$ cat src/rtl/load_receive_unit.sv
// Load receive unit: buffers memory responses in a small FIFO and presents the
// head entry as an aligned, sign/zero-extended load result with its tag.
// Optional macro LOAD_RECEIVE_MISALIGN_DETECT_EN: flag misaligned accesses
// (misaligned=1, load_data=0) instead of masking the offset down to alignment.
module load_receive_unit #(
  parameter int unsigned CORE         = 0,
  parameter int unsigned DATA_WIDTH   = 32,
  parameter int unsigned ADDRESS_BITS = 20,
  parameter int unsigned FIFO_DEPTH   = 4
) (
  input  logic                    clock,
  input  logic                    reset,
  input  logic                    memory_valid,
  input  logic [DATA_WIDTH-1:0]   memory_data_in,
  input  logic [ADDRESS_BITS-1:0] memory_address,
  input  logic [2:0]              load_type,
  input  logic [4:0]              load_rd,
  output logic                    memory_ready,
  output logic                    load_valid,
  input  logic                    writeback_ready,
  output logic [DATA_WIDTH-1:0]   load_data,
  output logic [4:0]              load_rd_out,
  output logic                    misaligned,
  input  logic                    scan
);

  localparam int unsigned OffW = $clog2(DATA_WIDTH / 8);
  localparam int unsigned PtrW = $clog2(FIFO_DEPTH);

  logic [DATA_WIDTH-1:0] data_mem [FIFO_DEPTH];
  logic [OffW-1:0]       off_mem  [FIFO_DEPTH];
  logic [2:0]            type_mem [FIFO_DEPTH];
  logic [4:0]            rd_mem   [FIFO_DEPTH];

  logic [PtrW-1:0] wr_ptr_q, rd_ptr_q;
  logic [PtrW:0]   count_q, count_d;
  logic            full, empty, push, pop;

  // Only the lane offset bits of the address are stored.
  logic unused_addr;
  assign unused_addr = ^memory_address[ADDRESS_BITS-1:OffW];

  assign full         = (count_q == (PtrW + 1)'(FIFO_DEPTH));
  assign empty        = (count_q == '0);
  assign memory_ready = !full;
  assign load_valid   = !empty;
  assign push         = memory_valid && !full;
  assign pop          = !empty && writeback_ready;

  // Occupancy next state: push and pop together leave it unchanged.
  always_comb begin
    count_d = count_q;
    if (push && !pop) begin
      count_d = count_q + 1'b1;
    end else if (!push && pop) begin
      count_d = count_q - 1'b1;
    end
  end

  // Pointer/count state; reset dominates any push or pop in the same cycle.
  always_ff @(posedge clock) begin
    if (reset) begin
      wr_ptr_q <= '0;
      rd_ptr_q <= '0;
      count_q  <= '0;
    end else begin
      count_q <= count_d;
      if (push) wr_ptr_q <= wr_ptr_q + 1'b1;
      if (pop)  rd_ptr_q <= rd_ptr_q + 1'b1;
    end
  end

  // Entry storage at the tail; pointers alone define validity.
  always_ff @(posedge clock) begin
    if (!reset && push) begin
      data_mem[wr_ptr_q] <= memory_data_in;
      off_mem[wr_ptr_q]  <= memory_address[OffW-1:0];
      type_mem[wr_ptr_q] <= load_type;
      rd_mem[wr_ptr_q]   <= load_rd;
    end
  end

`ifndef SYNTHESIS
  // Per-accept trace when scan is enabled.
  always_ff @(posedge clock) begin
    if (!reset && push && scan) begin
      $display("[LRU core %0d] rd=%0d addr=%h data=%h", CORE, load_rd, memory_address,
               memory_data_in);
    end
  end
`endif

  logic [DATA_WIDTH-1:0] head_data;
  logic [OffW-1:0]       head_off;
  logic [2:0]            head_type;
  logic [4:0]            head_rd;

  assign head_data = data_mem[rd_ptr_q];
  assign head_off  = off_mem[rd_ptr_q];
  assign head_type = type_mem[rd_ptr_q];
  assign head_rd   = rd_mem[rd_ptr_q];

  logic [1:0] size_log;  // log2 of access size in bytes
  logic       is_signed;

  // Decode funct3 into access size and extension; unknown codes act as a full word.
  always_comb begin
    size_log  = 2'd3;
    is_signed = 1'b0;
    case (head_type)
      3'b000:  begin size_log = 2'd0; is_signed = 1'b1; end
      3'b001:  begin size_log = 2'd1; is_signed = 1'b1; end
      3'b010:  begin size_log = 2'd2; is_signed = 1'b1; end
      3'b011:  begin size_log = 2'd3; is_signed = 1'b0; end
      3'b100:  begin size_log = 2'd0; is_signed = 1'b0; end
      3'b101:  begin size_log = 2'd1; is_signed = 1'b0; end
      3'b110:  begin size_log = 2'd2; is_signed = 1'b0; end
      default: begin size_log = 2'd3; is_signed = 1'b0; end
    endcase
    // Accesses as wide as the bus return the word untouched.
    if (32'(size_log) > OffW) size_log = 2'(OffW);
  end

  logic [OffW-1:0]       size_mask, off_aligned;
  logic [DATA_WIDTH-1:0] shifted, ext_data;
  logic signed [7:0]     lane_b;
  logic signed [15:0]    lane_h;
  logic signed [31:0]    lane_w;
  logic                  head_mis;

  assign size_mask   = OffW'((32'd1 << size_log) - 32'd1);
  assign off_aligned = head_off & ~size_mask;
  assign shifted     = head_data >> {off_aligned, 3'b000};
  assign lane_b      = shifted[7:0];
  assign lane_h      = shifted[15:0];
  assign lane_w      = shifted[31:0];

`ifdef LOAD_RECEIVE_MISALIGN_DETECT_EN
  assign head_mis = |(head_off & size_mask);
`else
  assign head_mis = 1'b0;
`endif

  // Lane extraction with sign or zero extension to the bus width.
  always_comb begin
    ext_data = shifted;
    if (32'(size_log) != OffW) begin
      case (size_log)
        2'd0: begin
          if (is_signed) ext_data = DATA_WIDTH'(lane_b);
          else           ext_data = DATA_WIDTH'(shifted[7:0]);
        end
        2'd1: begin
          if (is_signed) ext_data = DATA_WIDTH'(lane_h);
          else           ext_data = DATA_WIDTH'(shifted[15:0]);
        end
        2'd2: begin
          if (is_signed) ext_data = DATA_WIDTH'(lane_w);
          else           ext_data = DATA_WIDTH'(shifted[31:0]);
        end
        default: ext_data = shifted;
      endcase
    end
  end

  // Head outputs, forced to zero while the buffer is empty.
  always_comb begin
    load_data   = '0;
    load_rd_out = '0;
    misaligned  = 1'b0;
    if (!empty) begin
      load_rd_out = head_rd;
      misaligned  = head_mis;
      load_data   = head_mis ? '0 : ext_data;
    end
  end

endmodule

$ cat config.mk
export PLATFORM = sky130hd
export DESIGN_NAME = load_receive_unit
export DESIGN_NICKNAME = d
export VERILOG_FILES = /design/src/rtl/load_receive_unit.sv
export SDC_FILE = /design/constraint.sdc
export NUM_CORES = 1
export LEC_CHECK = 0
export CORE_AREA = 2 2 123 125
export CTS_CLUSTER_DIAMETER = 40
export DETAILED_ROUTE_END_ITERATION = 10
export DIE_AREA = 0 0 125 127
export PLACE_DENSITY = 0.83
export SETUP_SLACK_MARGIN = 0.4
export SKIP_CTS_REPAIR_TIMING = 1
export SYNTH_ARGS = -nofsm -noshare
export SYNTH_HDL_FRONTEND = slang
export SYNTH_SLANG_ARGS = --single-unit
$ cat constraint.sdc
create_clock -name clock -period 7.5 [get_ports clock]
set_input_delay 1.875 -clock clock [delete_from_list [all_inputs] [get_ports clock]]
set_output_delay 1.875 -clock clock [all_outputs]
set_load 0.02 [all_outputs]
### Word-level counts from Yosys, hierarchy flattened

Memory sizes are Yosys's and may differ from the RTL's. A register that Yosys moved wholly into a read port is not among the register bits.
Cells that the tools add are included.

* logic and storage cells: 64
* memories: 4
* output and inout bits: 40
* RAM bits: 168
* input port bits: 65
* flip-flop bits (word level): 7

* equal/unequal tests: 8
* magnitude comparators: 1
* reductions and logical operators: 18
* shift-type cells: 2
* bitwise logic cells: 2
* muxes and demuxes: 21
* add/subtract/negate cells: 5

Memories
* data_mem: words 4, width 32, read ports 1, clocked after Yosys merged registers in 1, wr ports 1, RTL line 30 `logic [DATA_WIDTH-1:0] data_mem [FIFO_DEPTH];`
* rd_mem: words 4, width 5, read ports 1, clocked after Yosys merged registers in 1, wr ports 1, RTL line 33 `logic [4:0] rd_mem [FIFO_DEPTH];`
* type_mem: words 4, width 3, read ports 1, clocked after Yosys merged registers in 1, wr ports 1, RTL line 32 `logic [2:0] type_mem [FIFO_DEPTH];`
* off_mem: words 4, width 2, read ports 1, clocked after Yosys merged registers in 1, wr ports 1, RTL line 31 `logic [OffW-1:0] off_mem [FIFO_DEPTH];`

Operators with widths (count)
* $mux 32: 4
* $pmux 32 s2: 1
* $shr 32x5->32: 1
* $mux 2: 9
* $eq 3x3->1 const B: 4
* $logic_not 3->1: 2
* $mux 3: 2
* $pmux 2 s3: 1
* $reduce_or 2->1: 3
* $logic_and 1x1->1: 5
* $logic_not 1->1: 5
* $mux 5: 1
* $add 2x1->2 const B: 2
* $add 3x1->3 const B: 1
* $eq 3x1->1 const B: 1
* $eq 3x2->1 const B: 1
* $mux 1: 3
* $reduce_or 3->1: 1
* $sub 3x1->3 const B: 1
* $and 2x2->2: 1
* $eq 2x1->1 const B: 1
* $gt 2x2->1 const B: 1
* $logic_not 2->1: 1
* $ne 2x2->1 const B: 1
* 4 further kinds: 4

### Logic depth before layout (Yosys ltp)

* depth after elaboration: 14
* gate-level depth with buffers: 10
* mapped depth without buffers: 10

### Worst setup path after synthesis

Ideal clock, no wire load.

* path type: register -> output
* from: register with a tool-made name
* to: output port load_data[10]
* required time: 5.625 ns
* data arrival time: 2.144 ns
* slack: 3.481 ns
* cell stages (with the launch flop): 7
* buffers on the path: 3
* cell sequence: dfxtp_1 buf_6 mux4_2 or4_1 clkbuf_1 buf_6 o22ai_1

RTL lines
* end: declaration: RTL line 21 `output logic [DATA_WIDTH-1:0] load_data,`

==> metrics.yaml <==
setup.worst_path.end_class: "output pin"
final_max_slew_viol_count: 0
clock_path_buffers: 2
dp_hpwl_um: 9330
nets: 525
drt-pass1-iter-count: 5
post_drt_wl_per_cell_um: 23.2
yosys_warnings: 0
drtIter0Drc: 436
dpl_worst_slack_ps: 1710
synth-seq-area-share_pct: 71.8
slowest_delay_ps: 870
die-area_sq_um: 15900
cts_tree: "built"
path_max_fanout: 25
rsz0062_at_grt: "no"
cp_slowest_cell: "dfxtp_2"
hold_path_class: "register to register"
final_cells: 650
critPathLaunchType: "register"
hold_ws_ps: 505
routed_wl_um: 15100
drc_errors: 0
dr.max_layer_used: "met4"
grt_max_degree: 43
dr_wl_met3_um: 1140
num_vias: 3838
setup_tns_ps: 0
rows: 44
grt_pass1_wl_um: 23000
dp.cells: 619
fin_crit_ps: 6240
status: "complete, no violations"
routabilityCongestion: 0.786
die_y_um: 127
setup_viol: 0
die_x_um: 125
p_leak_nw: 2.80
timing.final.crit_share_pct: 83.2
syn_area_sq_um: 7270
finalHoldViolCount: 0
synth_seq_cells: 177
start_util_pct: 50.4
synthDistinctLibCells: 38
ant_nets: 0
vdd_drop_max_v: 0.000160
path_cells: "mux4_2, nor2b_1, a21boi_4, o21ai_0, clkdlybuf4s50_1"
nFillCells: 1012
track_usage_pct: 19.6
io_buffers: 84
path_clk_slew_ps: 60
grt-ovfl-total: 0
htreeDepth: 4
cts_inserted_buffers: 17
netlist_instances: 373
cts-root-buf: "clkbuf_16"
powerDensity_nw_per_um2: 385
layout_setup_ws_ps: 1260
critPathRequiredTime_ps: 5620
first_global_vias: 4013
max-slew-margin-rel_pct: 21.3
syn_avg_cell_area_sq_um: 19.5
clk_latency_ps: 430
maxCapViolations: 0
synthToLayoutAreaGrowth_pct: 21.6
syn_nets: 444
viasPerCell: 5.90
max_freq_mhz: 160
core_area_sq_um: 14400
wirelength_met1_um: 5790
pin_count: 105
critical_path_class: "register to output pin"
tightest_slew_ps: 1180
drive_above_1_share_pct: 19.1
finClkSkew_ps: 12.3
critical_path_arrival_ps: 4360
antenna_found_initial: 1
cts.sinks: 177
wl_met2_um: 7810
power by group:
group / switching, W / internal, W / leakage [nW]
Sequential: 0.0000624 / 0.00116 / 1.60
Clock: 0.000344 / 0.000585 / 0.289
Combinational: 0.000673 / 0.000584 / 0.914
Total: 0.00108 / 0.00233 / 2.80
logic make-up (layout without fill, tap and decap cells):
kind of cell	after synthesis	after routing	synth area share, %
AO/OA/AOI/OAI	55	55	4.66
other	1	2	0.0516
adder cells (fa/ha/maj)	6	6	1.14
buffers and inverters	31	123	2.53
flip-flops	177	177	71.8
XOR/XNOR	5	5	0.602
AND/OR/NAND/NOR	46	46	3.54
multiplexers	52	52	15.7
critical path: cells and delay by family (launching register included):
| kind | cells | cell delay, ps |
|---|---|---|
| and+or+nand+nor | 1 | 840 |
| DFF | 1 | 870 |
| buffers and inverters | 1 | 690 |
| AOI/OAI and AO/OA | 2 | 810 |
| muxes | 1 | 720 |
layer usage:
metal,GRT usage [%],up-vias
met5,0,-
met4,8.95,0
met3,5.07,21
met2,32.4,182
met1,24.7,1950
li1,-,1685
state kept, by name, indices dropped and copies added, names as in the netlist, named ones only:
signal and count:
rd_mem 20, data_mem 128, rd_ptr_q 2, off_mem 8, count_q 3, type_mem 12
wr_ptr_q 2
layout by cell type, fill, tap and decap left out, types with 2 or more instances in the layout:
cell,n
a21oi_1,18
a22oi_1,7
and2_1,15
and2_2,4
buf_4,3
bufinv_16,5
clkbuf_1,2
clkbuf_16,17
clkdlybuf4s50_1,84
clkinvlp_4,4
dfxtp_1,7
dfxtp_2,2
edfxtp_1,168
ha_1,5
inv_1,6
mux2i_1,2
mux4_2,49
nand2_1,5
nand2b_1,2
nand3_1,2
nor2_1,9
nor2b_1,2
nor3_1,2
o21ai_0,5
o21ai_1,13
o22ai_1,7
xor2_1,4
layout make-up:
cell class | instances | area [sq um] | share of cell area (%)
sequential | 177 | 5230 | 59.1
multi-input combinational | 165 | 1880 | 21.2
timing repair buffer | 87 | 863 | 9.76
clock buffer | 19 | 433 | 4.90
tap | 184 | 230 | 2.60
clock inverter | 11 | 189 | 2.14
inverter | 6 | 22.5 | 0.255
antenna | 1 | 2.50 | 0.0283
path summary, 6_finish.rpt:
kind / startpoint / end / slack [ps] / cells past startpoint
hold / removal: wr_ptr_q[1] / wr_ptr_q[1] / 510 / 2
hold reg to reg: wr_ptr_q[1] / wr_ptr_q[1] / 510 / 2
setup / recovery: register / load_data[17] / 1260 / 5
setup reg to reg: count_q[0] / count_q[2] / 4790 / 10
cells in the mapped netlist (all sizes together):
cell type | n | share of area [%]
o2111a | 1 | 0.15
edfxtp | 168 | 69
and2 | 19 | 1.6
buf | 16 | 1.8
fa | 1 | 0.28
conb | 1 | 0.052
nand2 | 5 | 0.26
mux4 | 49 | 15
a21boi | 1 | 0.26
a21o | 1 | 0.10
nor2 | 9 | 0.46
xnor2 | 1 | 0.12
nor3b | 1 | 0.10
o22ai | 7 | 0.60
a21oi | 18 | 1.2
xor2 | 4 | 0.48
nand3b | 1 | 0.10
or4 | 1 | 0.10
clkbuf | 9 | 0.46
and4bb | 1 | 0.17
nor2b | 2 | 0.17
or3 | 1 | 0.086
dfxtp | 9 | 2.5
nor3 | 2 | 0.14
o21ai | 18 | 1.2
nand3 | 2 | 0.14
mux2i | 2 | 0.28
ha | 5 | 0.86
a221o | 1 | 0.14
a22oi | 7 | 0.72
mux2 | 1 | 0.21
a221oi | 1 | 0.21
inv | 6 | 0.31
nand2b | 2 | 0.17
metrics by stage:
step	util (%)	area, sq um	total power, W
3_3_place_gp	57.0	8220	0.00247
3_5_place_dp	57.0	8220	0.00250
6_report	61.3	8840	0.00341
5_1_grt	61.3	8840	0.00354
2_1_floorplan	-	7270	0.00203
4_1_cts	61.3	8840	0.00343
Power figures use the tool's default switching activity.
